===== src/rtl/cpu_types_pkg.sv =====
// Shared CPU/memory types: RAM word, RAM handshake status and arbiter FSM states.
package cpu_types_pkg;

  typedef logic [31:0] word_t;

  typedef enum logic [1:0] {
    FREE   = 2'd0,
    BUSY   = 2'd1,
    ACCESS = 2'd2,
    ERROR  = 2'd3
  } ramstate_t;

  typedef enum logic [1:0] {
    IDLE   = 2'd0,
    IFETCH = 2'd1,
    DREAD  = 2'd2,
    DWRITE = 2'd3
  } arb_state_t;

  localparam int STARVE_W = 4;

endpackage


===== src/rtl/arb_starve_ctr.sv =====
// Saturating counter of dcache grants issued while the icache is kept waiting.
module arb_starve_ctr
  import cpu_types_pkg::*;
#(
  parameter int STARVE_LIMIT = 4
) (
  input  logic clk,
  input  logic rst_n,
  input  logic inc,
  input  logic clr,
  output logic sat
);

  localparam logic [STARVE_W-1:0] LIMIT = STARVE_W'(STARVE_LIMIT);

  logic [STARVE_W-1:0] count_reg, count_next;

  // inc and clr are never both asserted by the arbiter; clr wins regardless.
  always_comb begin
    count_next = count_reg;
    if (clr) begin
      count_next = '0;
    end else if (inc && (count_reg < LIMIT)) begin
      count_next = count_reg + STARVE_W'(1);
    end
  end

  always_ff @(posedge clk or negedge rst_n) begin
    if (!rst_n) begin
      count_reg <= '0;
    end else begin
      count_reg <= count_next;
    end
  end

  assign sat = (count_reg == LIMIT);

endmodule


===== src/rtl/mem_arbiter.sv =====
// Single-port RAM arbiter for the icache/dcache pair: dcache has fixed priority,
// grants are held until ACCESS, and a starvation counter bounds icache latency.
module mem_arbiter
  import cpu_types_pkg::*;
#(
  parameter int STARVE_LIMIT = 4
) (
  input  logic      CLK,
  input  logic      nRST,
  input  logic      iREN,
  input  word_t     iaddr,
  output logic      iwait,
  output word_t     iload,
  input  logic      dREN,
  input  logic      dWEN,
  input  word_t     daddr,
  input  word_t     dstore,
  output logic      dwait,
  output word_t     dload,
  output logic      ramREN,
  output logic      ramWEN,
  output word_t     ramaddr,
  output word_t     ramstore,
  input  word_t     ramload,
  input  ramstate_t ramstate
);

  arb_state_t state_reg, state_next;

  logic sat;
  logic force_i;
  logic ctr_inc;
  logic ctr_clr;
  logic access;
  logic igrant;
  logic rgrant;
  logic wgrant;
  logic done_i;
  logic done_d;

  assign force_i = sat & iREN;
  assign access  = (ramstate == ACCESS);

  always_comb begin
    state_next = state_reg;
    unique case (state_reg)
      IDLE: begin
        if (dWEN && !force_i) begin
          state_next = DWRITE;
        end else if (dREN && !force_i) begin
          state_next = DREAD;
        end else if (iREN) begin
          state_next = IFETCH;
        end
      end
      // A grant ends on completion or when its requester withdraws.
      IFETCH: if (!iREN || access) state_next = IDLE;
      DREAD:  if (!dREN || access) state_next = IDLE;
      DWRITE: if (!dWEN || access) state_next = IDLE;
      default: state_next = IDLE;
    endcase
  end

  always_ff @(posedge CLK or negedge nRST) begin
    if (!nRST) begin
      state_reg <= IDLE;
    end else begin
      state_reg <= state_next;
    end
  end

  assign ctr_inc = (state_reg == IDLE) && iREN &&
                   ((state_next == DREAD) || (state_next == DWRITE));
  assign ctr_clr = (state_reg == IDLE) && (!iREN || (state_next == IFETCH));

  arb_starve_ctr #(
    .STARVE_LIMIT(STARVE_LIMIT)
  ) u_starve (
    .clk  (CLK),
    .rst_n(nRST),
    .inc  (ctr_inc),
    .clr  (ctr_clr),
    .sat  (sat)
  );

  // RAM side is live only while the granted requester still asserts its request.
  assign igrant = (state_reg == IFETCH) && iREN;
  assign rgrant = (state_reg == DREAD)  && dREN;
  assign wgrant = (state_reg == DWRITE) && dWEN;

  assign done_i = igrant & access;
  assign done_d = (rgrant | wgrant) & access;

  always_comb begin
    ramREN   = igrant | rgrant;
    ramWEN   = wgrant;
    ramaddr  = '0;
    ramstore = '0;
    if (igrant) begin
      ramaddr = iaddr;
    end else if (rgrant || wgrant) begin
      ramaddr = daddr;
    end
    if (wgrant) begin
      ramstore = dstore;
    end
  end

  assign iwait = iREN & ~done_i;
  assign dwait = (dREN | dWEN) & ~done_d;
  assign iload = done_i ? ramload : '0;
  assign dload = (rgrant && access) ? ramload : '0;

endmodule


===== config.mk =====
export PLATFORM = sky130hd
export DESIGN_NAME = mem_arbiter
export DESIGN_NICKNAME = d
export VERILOG_FILES = /design/src/rtl/cpu_types_pkg.sv /design/src/rtl/arb_starve_ctr.sv /design/src/rtl/mem_arbiter.sv
export SDC_FILE = /design/constraint.sdc
export NUM_CORES = 1
export LEC_CHECK = 0
export ABC_AREA = 1
export BUFFER_PORTS_ARGS = -buffer_cell sky130_fd_sc_hd__clkbuf_2
export CORE_AREA = 3 3 102 104
export DETAILED_ROUTE_END_ITERATION = 6
export DIE_AREA = 0 0 105 107
export MAX_ROUTING_LAYER = met4
export PLACE_DENSITY = 0.59
export REMOVE_ABC_BUFFERS = 1
export SLEW_MARGIN = 20
export SYNTH_ARGS = -nofsm -noshare
export SYNTH_HDL_FRONTEND = slang
export SYNTH_SLANG_ARGS = --single-unit

===== constraint.sdc =====
create_clock -name CLK -period 2.88 [get_ports CLK]
set_clock_uncertainty 0.2 [all_clocks]
set_input_delay 0.432 -clock CLK [delete_from_list [all_inputs] [get_ports CLK]]
set_output_delay 0.432 -clock CLK [all_outputs]
set_load 0.01 [all_outputs]

* Word level (Yosys, flattened, before mapping)
Index checks and enable logic that the tools add are counted.
Word-level totals: output and inout bits 132, flip-flop bits (word level) 6, logic and storage cells 58, input port bits 135
Operators by class: bitwise logic cells 10, order comparisons 1, mux-type cells 14, equal/unequal tests 8, reductions and logical operators 22, add/subtract/negate cells 1
Operators by type and width (number):
- two-way mux 32 bit | 5
- two-way mux 2 bit | 6
- equality test 2 bit (second input constant) | 5
- logical AND 1 bit | 10
- two-way mux 4 bit | 2
- case mux 2 bit (4 select lines) | 1
- logical OR 1 bit | 6
- bitwise AND 1 bit | 5
- adder 4 x 1 -> 4 bit (second input constant) | 1
- equality test 2 x 1 -> 1 bit (second input constant) | 2
- equality test 4 x 3 -> 1 bit (second input constant) | 1
- logical NOT 1 bit | 4
- < comparator 4 x 3 -> 1 bit (second input constant) | 1
- OR 1 bit | 3
- logical NOT 2 bit | 1
- inverter 1 bit | 2
- nonzero test 2 bit | 1

* Logic depth before layout (Yosys ltp)
Gate-level depths: netlist of run 1.
depth in word-level cells 13, gate-level depth with buffers 13

* Modules after synthesis
Synthesis of run 1 repeated with hierarchy kept, for this count alone.
Unflattened totals: cell total of the unflattened synthesis 332, area, all modules 1442.6 um2
By module, submodules not included:
- mem_arbiter | times used 1, area each 1237.4 um2, sequential area each 50.0 um2, cells each 308
- arb_starve_ctr | times used 1, area each 205.2 um2, sequential area each 100.1 um2, cells each 24

* Least setup slack after synthesis of run 1
Ideal clock, no wire load.
path kind reg-to-output, start register state_reg[0], end output dload[10], arrival 1247 ps, path slack 1001 ps, path buffers 2, cell stages (with the launch flop) 7, cells stage by stage dfrtp_1 > inv_1 > nand3_2 > or2_1 > buf_2 > buf_6 > nor2_1
On the way: longest elaborated chain between the ends 4
Ends and longest elaborated chain:
- start: declaration | RTL line mem_arbiter.sv:28 | arb_state_t state_reg, state_next;
- start signal: assignment | RTL line mem_arbiter.sv:68 | state_reg <= state_next;
- equality test 2 bit | RTL line mem_arbiter.sv:88 | assign rgrant = (state_reg == DREAD) && dREN;
- logical AND 1 bit | RTL line mem_arbiter.sv:88
- logical AND 1 bit | RTL line mem_arbiter.sv:112 | assign dload = (rgrant && access) ? ramload : '0;
- two-way mux 32 bit | RTL line mem_arbiter.sv:112
- end: declaration | RTL line mem_arbiter.sv:19 | output word_t dload,
No other way between the ends.

* Worst setup path after layout of run 1
start register state_reg[1], end output iload[26]
On the way: longest elaborated chain between the ends 4
Ends and longest elaborated chain:
- equality test 2 x 1 -> 1 bit | RTL line mem_arbiter.sv:87 | assign igrant = (state_reg == IFETCH) && iREN;
- logical AND 1 bit | RTL line mem_arbiter.sv:87
- bitwise AND 1 bit | RTL line mem_arbiter.sv:91 | assign done_i = igrant & access;
- two-way mux 32 bit | RTL line mem_arbiter.sv:111 | assign iload = done_i ? ramload : '0;
- end: declaration | RTL line mem_arbiter.sv:13 | output word_t iload,
No other way between the ends.

==> results.md, run 1 <==
- Sum Neg Setup Slack: 0 ps
- Max_slew headroom: 38.1%
- Status: finished, final reports clean
- Vias: ~2600
- Required time worst endpoint: between 2000 and 2500 ps
- Critical path class: flip-flop to output pin
- Fmax: roughly 390 MHz
- Global route hottest layer: met2
- Number of port buffers: between 200 and 300
- Final GP Congestion: ~0.8
- Slew Viols, Final: 0
- Worst Path Arrival: between 1500 and 2000 ps
- DRC viols: 0
- CP max stage delay: about 670 ps
- Crit-path cells: inv_1 -> nand3_1 -> nor2_1 -> inv_1 -> nor2_1 -> clkbuf_2
- Sink Count: 6
- Cell Rows: 36
- Max FFs per register: 4
- Chip height: approximately 110 um
- Critical path startpoint category: flip-flop
- Diodes inserted: 0
- Final nets: 669
- Psw: roughly 0.63 mW
- First-pass GRT wire length: around 11000 um
- Fin util: ~30%
- Pre-CTS WS: between 400 and 500 ps
- TritonCTS clock tree: yes
- Overall power: 1.23 mW
- RSZ-0062 raised after global routing: false
- Fin area: a little under 3000 sq um
- Clock network power share: roughly a tenth
- IO Pins: between 200 and 300
- Total power per unit cell area: around 420 nW/um^2
- Max-cap violations: 0
- Die area: 11200 sq um
- Cells after Synth: between 200 and 300
- Pleak: 2.15 nW
- Initial antenna violation count: 0
- Combinational share of power: 78.3%
- Clock buffer depth: 2
- Flop pwr share: 11.6%
- Slew @ Worst Pin: roughly 930 ps
- M2 GR Usage: 19.8%
- WL/cell: 11.4 um
- Slowest CP cell: inv_1
- Minimum hold slack: 350 ps
- Post-synth cell types: 22
- Worst VDD drop: between 400 and 500 uV
- Worst setup EP type: output pin
- Total gr overflow: 0
- Skew-Pair Late Insertion Delay: approximately 220 ps
- Area grow syn2layout: 103%
- Post-Syn Area: roughly 1400 sq um
- #FFs+latches synth: 6
- Number of global-route vias before repair: between 2000 and 2500
- Hold Path Class: flip-flop to flip-flop
- Crit-path max FO: 32
- All-Layer GR Usage: 12.0%
- Seq/Total Area, Yosys: between 10% and 20%
- Iteration-0 DRC Markers: 207
- Min cycle time layout: approximately 2500 ps
- Int Power: roughly 0.6 mW
- Final period util: 88.4%
- Detail Placement HPWL: ~6700 um
- Final WL: 7560 um
- Non-filler cells in the finished layout: between 600 and 700
- Met1 Use GR: about 15%
- Remaining antenna violation count after routing: 0
- Syn_area_per_cell: around 5.2 sq um
- Placeable Area: 9640 sq um
- Placed instance area: between 2000 and 3000 sq um
- DP Cell Count: around 660
- GR Layer Usage met3: under 10%
- H-tree levels: 1
- Switching share of total power: just over 50%
- Layout cell share with drive strength beyond 1: a little over half
- Fill cells: 1115
- Setup slack after layout: between 300 and 400 ps
- Root Buffer Master: clkbuf_8
- Starting Density: between 10% and 20%
- Pin count of the biggest net entering global routing: 35
- CTS clk-pin slew, worst paths: approximately 30 ps
- Most common cell after layout, fill and taps aside: clkbuf_2
- CTS Buf Count: 3
- Finish-stage setup viols: 0
- Most frequent cells in the layout: clkbuf_2 (266), nor2_1 (100), inv_1 (78), a22o_1 (32), nand2_1 (19)
- Final hold violations: 0
- Drt pass-1 iters: 4
- Vias/cell: 3.89
- Ys Warns: 0
- Die X: approximately 110 um
## worst paths after layout
path | from | endpoint | slack (ps) | depth (start not counted)
hold / removal | u_starve.count_reg[3] | u_starve.count_reg[3] | 350 | 1
setup / recovery | state_reg[1] | iload[26] | 340 | 6
min in group asynchronous | nRST | u_starve.count_reg[0] | 370 | 2
max in group asynchronous | nRST | state_reg[1] | 1960 | 2
hold reg to reg | u_starve.count_reg[3] | u_starve.count_reg[3] | 350 | 1
setup reg to reg | state_reg[0] | u_starve.count_reg[3] | 1110 | 9
## worst max-delay path: cells and delay by family (launching register included)
kind | cells | cell delay (ps)
AND/OR/NAND/NOR | 3 | 310
buffers and inverters | 3 | 900
flip-flops | 1 | 460
## logic make-up after synthesis
| logic type | count (synthesis) | synth area share [%] |
|---|---|---|
| AND/OR/NAND/NOR | 135 | 39.2 |
| buffers and inverters | 95 | 27.3 |
| AO/OA/AOI/OAI | 36 | 21.2 |
| flip-flops | 6 | 10.5 |
| adder cells (fa/ha/maj) | 2 | 1.75 |
## per-layer routing
metal  vias up  wire length (um)
met5         -                 0
met4         0                46
met3         4               565
met2        99              3790
met1      1151              3160
li1       1326                 -
## cells in the mapped netlist, drive strengths merged
master	number	area, sq um
a21boi	1	7.51
a21oi	2	10.0
a22o	32	280
a31oi	1	6.26
buf	13	83.8
clkbuf	3	11.3
dfrtp	6	150
ha	2	25.0
inv	79	297
nand2	22	100
nand3	9	62.6
nor2	101	382
nor3	1	5.00
or2	2	12.5
## power groups by stage
stage	registers (mW)	clock network, mW	logic (mW)
after global routing	0.148	0.134	1.06
after global placement	0.142	0	0.951
after detailed placement	0.144	0	0.962
after CTS	0.142	0.130	0.966
after floorplan	0.139	0	0.548
final	0.142	0.124	0.962
## what timing repair did
item                      4_1_cts  5_1_grt
hold buffers                    1        0
buffers inserted                0        0
resized for setup               0        0
hold endpoints to repair        6        0
## layout make-up
class,count,area [sq um],area share (%)
well taps,133,166,5.74
inverters,79,297,10.2
clock buffers,3,41.3,1.42
repair buffers,269,1360,46.7
multi-input cells,173,891,30.7
flip-flops and latches,6,150,5.17
Note: power is estimated with default switching activity, not from simulation.
==> run 2: changes to the inputs <==
Settings changed: PLACE_DENSITY 0.59 to 0.61.
Clock period 2.88 ns to 2.31 ns, I/O delays scaled along.
==> run 2 against run 1 <==
  * Critical path depth unchanged
  * Cell count is 0.30% higher
  * Via count fell by 3.1%
  * Routed wire length increased by 2.8%
  * Global-route usage increased by 0.23 points
  * First-iteration DRC count decreased by 1.9%
  * Worst hold slack worse by 80 ps
  * Die area stayed put
  * Sequential share of layout area hardly changed
  * Flip-flop and latch count stayed put
  * Combinational power grew 25%
==> results.md, run 2 (synthesis gave the netlist of run 1 again) <==
- CTS Buf Count: 3 (unchanged)
- H-tree levels: 1 (unchanged)
- Drt pass-1 iters: 4 (unchanged)
- Layout cell share with drive strength beyond 1: 53.0% (+0.18 points)
- Vias: 2499 (-3.1%)
- Worst setup EP type: output pin
- Pre-CTS WS: 385 ps (-51.0 ps)
- Most common cell after layout, fill and taps aside: clkbuf_2
- TritonCTS clock tree: yes
- Most frequent cells in the layout: clkbuf_2 (266), nor2_1 (99), inv_1 (78), a22o_1 (32), nand2_1 (19)
- Cell Rows: 36 (unchanged)
- Critical path startpoint category: flip-flop
- Total gr overflow: 0 (unchanged)
- Iteration-0 DRC Markers: 203 (-1.9%)
- Sink Count: 6 (unchanged)
- Pin count of the biggest net entering global routing: 35 (unchanged)
- Area grow syn2layout: 104%
- Die area: 11200 sq um (unchanged)
- Total power per unit cell area: 524 nW/um^2 (+24%)
- Placed instance area: 2870 sq um (+0.53%)
- Die X: 105 um (unchanged)
- Setup slack after layout: 114 ps (-222 ps)
- Number of port buffers: 266 (unchanged)
- Root Buffer Master: clkbuf_8
- Finish-stage setup viols: 0 (unchanged)
- Crit-path max FO: 32 (unchanged)
- Hold Path Class: primary input to flip-flop
- Fmax: 455 MHz
- First-pass GRT wire length: 11100 um (+0.38%)
- Final nets: 671 (+0.30%)
- Chip height: 107 um (unchanged)
- Skew-Pair Late Insertion Delay: 220 ps (about the same)
- Max FFs per register: 4 (unchanged)
- WL/cell: 11.7 um (+2.5%)
- Clock buffer depth: 2 (unchanged)
- Final hold violations: 0 (unchanged)
- Pleak: 2.16 nW (+0.36%)
- Max_slew headroom: 76.2% (+38 points)
- DRC viols: 0 (unchanged)
- Vias/cell: 3.76 (-3.4%)
- RSZ-0062 raised after global routing: false
- All-Layer GR Usage: 12.2% (+0.23 points)
- CTS clk-pin slew, worst paths: 40 ps (about the same)
- Final WL: 7780 um (+2.8%)
- Slew Viols, Final: 0 (unchanged)
- Remaining antenna violation count after routing: 0 (unchanged)
- Required time worst endpoint: 1760 ps (-490 ps)
- Worst VDD drop: 244 uV (-43%)
- Sum Neg Setup Slack: 0 ps (unchanged)
- Initial antenna violation count: 0 (unchanged)
- Min cycle time layout: about 2200 ps
- Diodes inserted: 0 (unchanged)
- Worst Path Arrival: 1650 ps (-260 ps)
- Starting Density: 14.9% (unchanged)
- Number of global-route vias before repair: 2151 (-6.1%)
- Max-cap violations: 0 (unchanged)
- Slew @ Worst Pin: 357 ps (-570 ps)
- Placeable Area: 9640 sq um (unchanged)
- IO Pins: 267 (unchanged)
- Detail Placement HPWL: 6950 um (+3.8%)
- Fin area: 2920 sq um (+0.60%)
- Status: finished, final reports clean
- Final period util: 95.1%
- Final GP Congestion: 0.757 (-5.4%)
- Critical path class: flip-flop to output pin
[run 2: layout make-up]
type | instances | area (sq um)
fillers | 1142 | 6720
clock buffers | 3 | 41.3
inverters | 79 | 297
flip-flops and latches | 6 | 150
multi-input cells | 173 | 893
repair buffers | 271 | 1370
well taps | 133 | 166
[run 2: where the power goes]
group / switching, mW / leakage, nW / internal [mW]
clock network: 0.0437 / 0.0216 / 0.112
registers: 0.0412 / 0.0796 / 0.135
logic: 0.696 / 2.06 / 0.503
total: 0.781 / 2.16 / 0.750
[run 2: worst paths after layout]
kind / startpoint / endpoint / slack (ps) / cells after the start
max in group asynchronous: nRST / u_starve.count_reg[2] / 1460 / 2
max: state_reg[1] / ramaddr[2] / 110 / 6
min: dREN / state_reg[0] / 270 / 4
min reg2reg: u_starve.count_reg[3] / u_starve.count_reg[3] / 350 / 1
min in group asynchronous: nRST / state_reg[0] / 290 / 2
max reg2reg: state_reg[0] / u_starve.count_reg[1] / 570 / 11
[run 2: critical path, cell delays in order (launching register included)]
cell and delay [ps]:
dfrtp_1 450, inv_1 90, nand3_1 140, inv_1 90
buf_4 300, a22o_1 210, clkbuf_2 140
[run 2: metal layers]
metal	vias to the layer above	share of wire, %	track usage (%)	wire (um)
li1	1325	-	-	-
met1	1078	43	16.2	3310
met4	0	0.13	1.41	10
met2	94	51	19.6	3930
met5	-	0	-	0
met3	2	6.7	2.71	524
[run 2: repair_timing]
action	in CTS	in global routing
resized for setup	0	1
hold endpoints to repair	6	0
hold buffers	1	0
setup buffers	0	0
endpoints found under the setup margin	0	9
[run 2: per-stage QoR]
step	utilization, %	power [mW]	hold slack, ps	instances
finish	30.3	1.53	270	665
global route	30.3	1.66	301	665
CTS	30.3	1.54	261	665
detailed placement	29.7	1.38	-10.8	661
global placement	29.7	1.38	-15.8	661
floorplan	-	0.856	-149	258
==> run 3: changes to the inputs <==
Settings changed: PLACE_DENSITY 0.61 to default.
==> run 3 against run 2 <==
  * Clock power about the same
  * Utilization rose by 0.13 points
  * First-iteration DRC count fell by 24%
==> results.md, run 3 (synthesis gave the netlist of run 1 again) <==
- Status: finished, final reports clean
- Crit-path max FO: 32 (unchanged)
- Buf/Inv on CP: 3 (-1)
- Starting Density: 14.9% (unchanged)
- Die X: 105 um (unchanged)
- Pin count of the biggest net entering global routing: 35 (unchanged)
- Chip height: 107 um (unchanged)
- Detail Placement HPWL: 6720 um (-3.3%)
- Initial antenna violation count: 0 (unchanged)
- Skew-Pair Late Insertion Delay: 220 ps (about the same)
- Number of port buffers: 266 (unchanged)
- Buffers inserted by post-CTS timing repair: 0 (unchanged)
- TritonCTS clock tree: yes
- Final WL: 7640 um (-1.8%)
- Fmax: 468 MHz (+2.8%)
- Max FFs per register: 4 (unchanged)
- Diodes inserted: 0 (unchanged)
- First-pass GRT wire length: 11100 um (-0.19%)
- Reg2Reg Setup Slack: 540 ps (-30 ps)
- Area grow syn2layout: 105%
- CP max stage delay: 440 ps (about the same)
- Drt pass-1 iters: 4 (unchanged)
- Hold Path Class: primary input to flip-flop
- Max_slew headroom: 75.3% (-0.85 points)
- Worst setup EP type: output pin
- DRC viols: 0 (unchanged)
- All-Layer GR Usage: 12.0% (-0.21 points)
- Layout cell share with drive strength beyond 1: 53.0% (unchanged)
- H-tree levels: 1 (unchanged)
- CP top delay family: buffers and inverters
- WL/cell: 11.5 um (-1.8%)
- IO Pins: 267 (unchanged)
- Worst VDD drop: 262 uV (+7.3%)
- Slew @ Worst Pin: 370 ps (+12.7 ps)
- Required time worst endpoint: 1760 ps (about the same)
- CP Depth: 6 (unchanged)
- Fin area: 2930 sq um (+0.43%)
- Total power per unit cell area: 528 nW/um^2 (+0.62%)
- Finish-stage setup viols: 0 (unchanged)
- RSZ-0062 raised after global routing: false
- CP Capture Point: dload[31]
- Critical path startpoint category: flip-flop
- Slew Viols, Final: 0 (unchanged)
- Critical path class: flip-flop to output pin
- Sink Count: 6 (unchanged)
- Vias/cell: 3.77 (+0.44%)
- Vias: 2510 (+0.44%)
- Final period util: 92.4% (-2.6 points)
- Number of global-route vias before repair: 2226 (+3.5%)
- Clock buffer depth: 2 (unchanged)
- Crit. Startpoint: state_reg[0]
- Total gr overflow: 0 (unchanged)
- Cell Rows: 36 (unchanged)
- Die area: 11200 sq um (unchanged)
- Final nets: 671 (unchanged)
- Overall power: 1.55 mW (+1.0%)
- CTS clk-pin slew, worst paths: 40 ps (about the same)
- R2r endpoint: u_starve.count_reg[1]
- Placeable Area: 9640 sq um (unchanged)
- Worst Path Arrival: 1590 ps (-60 ps)
- Most common cell after layout, fill and taps aside: clkbuf_2
- Reg-to-Reg Start: state_reg[0]
- Remaining antenna violation count after routing: 0 (unchanged)
- Final hold violations: 0 (unchanged)
- Final GP Congestion: 0.782 (+3.4%)
- Max-cap violations: 0 (unchanged)
- Slowest CP cell: dfrtp_1
- Iteration-0 DRC Markers: 155 (-24%)
- Root Buffer Master: clkbuf_8
- R2R depth: 11 (unchanged)
- Most frequent cells in the layout: clkbuf_2 (266), nor2_1 (99), inv_1 (78), a22o_1 (32), nand2_1 (19)
- Min cycle time layout: 2140 ps (-60.8 ps)
- CTS Buf Count: 3 (unchanged)
- Sum Neg Setup Slack: 0 ps (unchanged)
- Placed instance area: 2880 sq um (+0.44%)
- Pleak: 2.16 nW (+0.14%)
- Crit-path cells: inv_1 -> nand3_2 -> or2_1 -> buf_4 -> nor2_1 -> clkbuf_2
-- run 3: cell counts in the layout (fill, tap and decap cells not counted) --
Identical to the previous run, type by type.
-- run 3: cell type report --
cell class,instances,area (sq um)
fill,1097,6710
timing repair buffer,271,1380
multi-input combinational,173,893
inverter,79,297
tap,133,166
sequential,6,150
clock buffer,3,41.3
-- run 3: worst min path at each step --
stage | start | endpoint | slack, ps | cells past startpoint
final | dREN | state_reg[0] | 280 | 4
after global routing | nRST | u_starve.count_reg[1] | 300 | 2
after CTS | dREN | state_reg[0] | 280 | 4
after detailed placement | nRST | u_starve.count_reg[1] | -10 | 1
after global placement | nRST | u_starve.count_reg[1] | -20 | 1
after floorplan | nRST | state_reg[0] | -150 | 0
-- run 3: repair_timing --
action                                  4_1_cts  5_1_grt
endpoints found under the setup margin        0        1
gates resized for setup                       0        1
endpoints found under the hold margin         6        0
hold buffers                                  1        0
-- run 3: where the power goes --
group | switching, mW | internal (mW) | leakage [nW] | total [mW]
Clock | 0.0435 | 0.112 | 0.0216 | 0.155
Sequential | 0.0416 | 0.135 | 0.0796 | 0.177
Combinational | 0.700 | 0.515 | 2.06 | 1.21
Total | 0.785 | 0.762 | 2.16 | 1.55
-- run 3: through the flow --
step	instances	utilization [%]	worst slack, ps	hold slack, ps
floorplan	258	-	364	-149
global placement	661	29.9	368	-19.7
detailed placement	661	29.9	394	-13.4
CTS	665	30.4	166	279
global route	665	30.4	35.6	302
finish	665	30.4	175	276
-- run 3: worst min-delay path: stages --
cell	delay, ps
clkbuf_2	120
nand2_1	70
nand2_1	40
nand3_1	80
-- run 3: per-layer routing --
metal / vias up / GRT usage (%) / part of all wire, %
met4: 0 / 1.59 / 0.13
met1: 1087 / 14.8 / 41
met2: 97 / 20.1 / 51
li1: 1324 / - / -
met3: 2 / 3.25 / 8.1
met5: - / - / 0
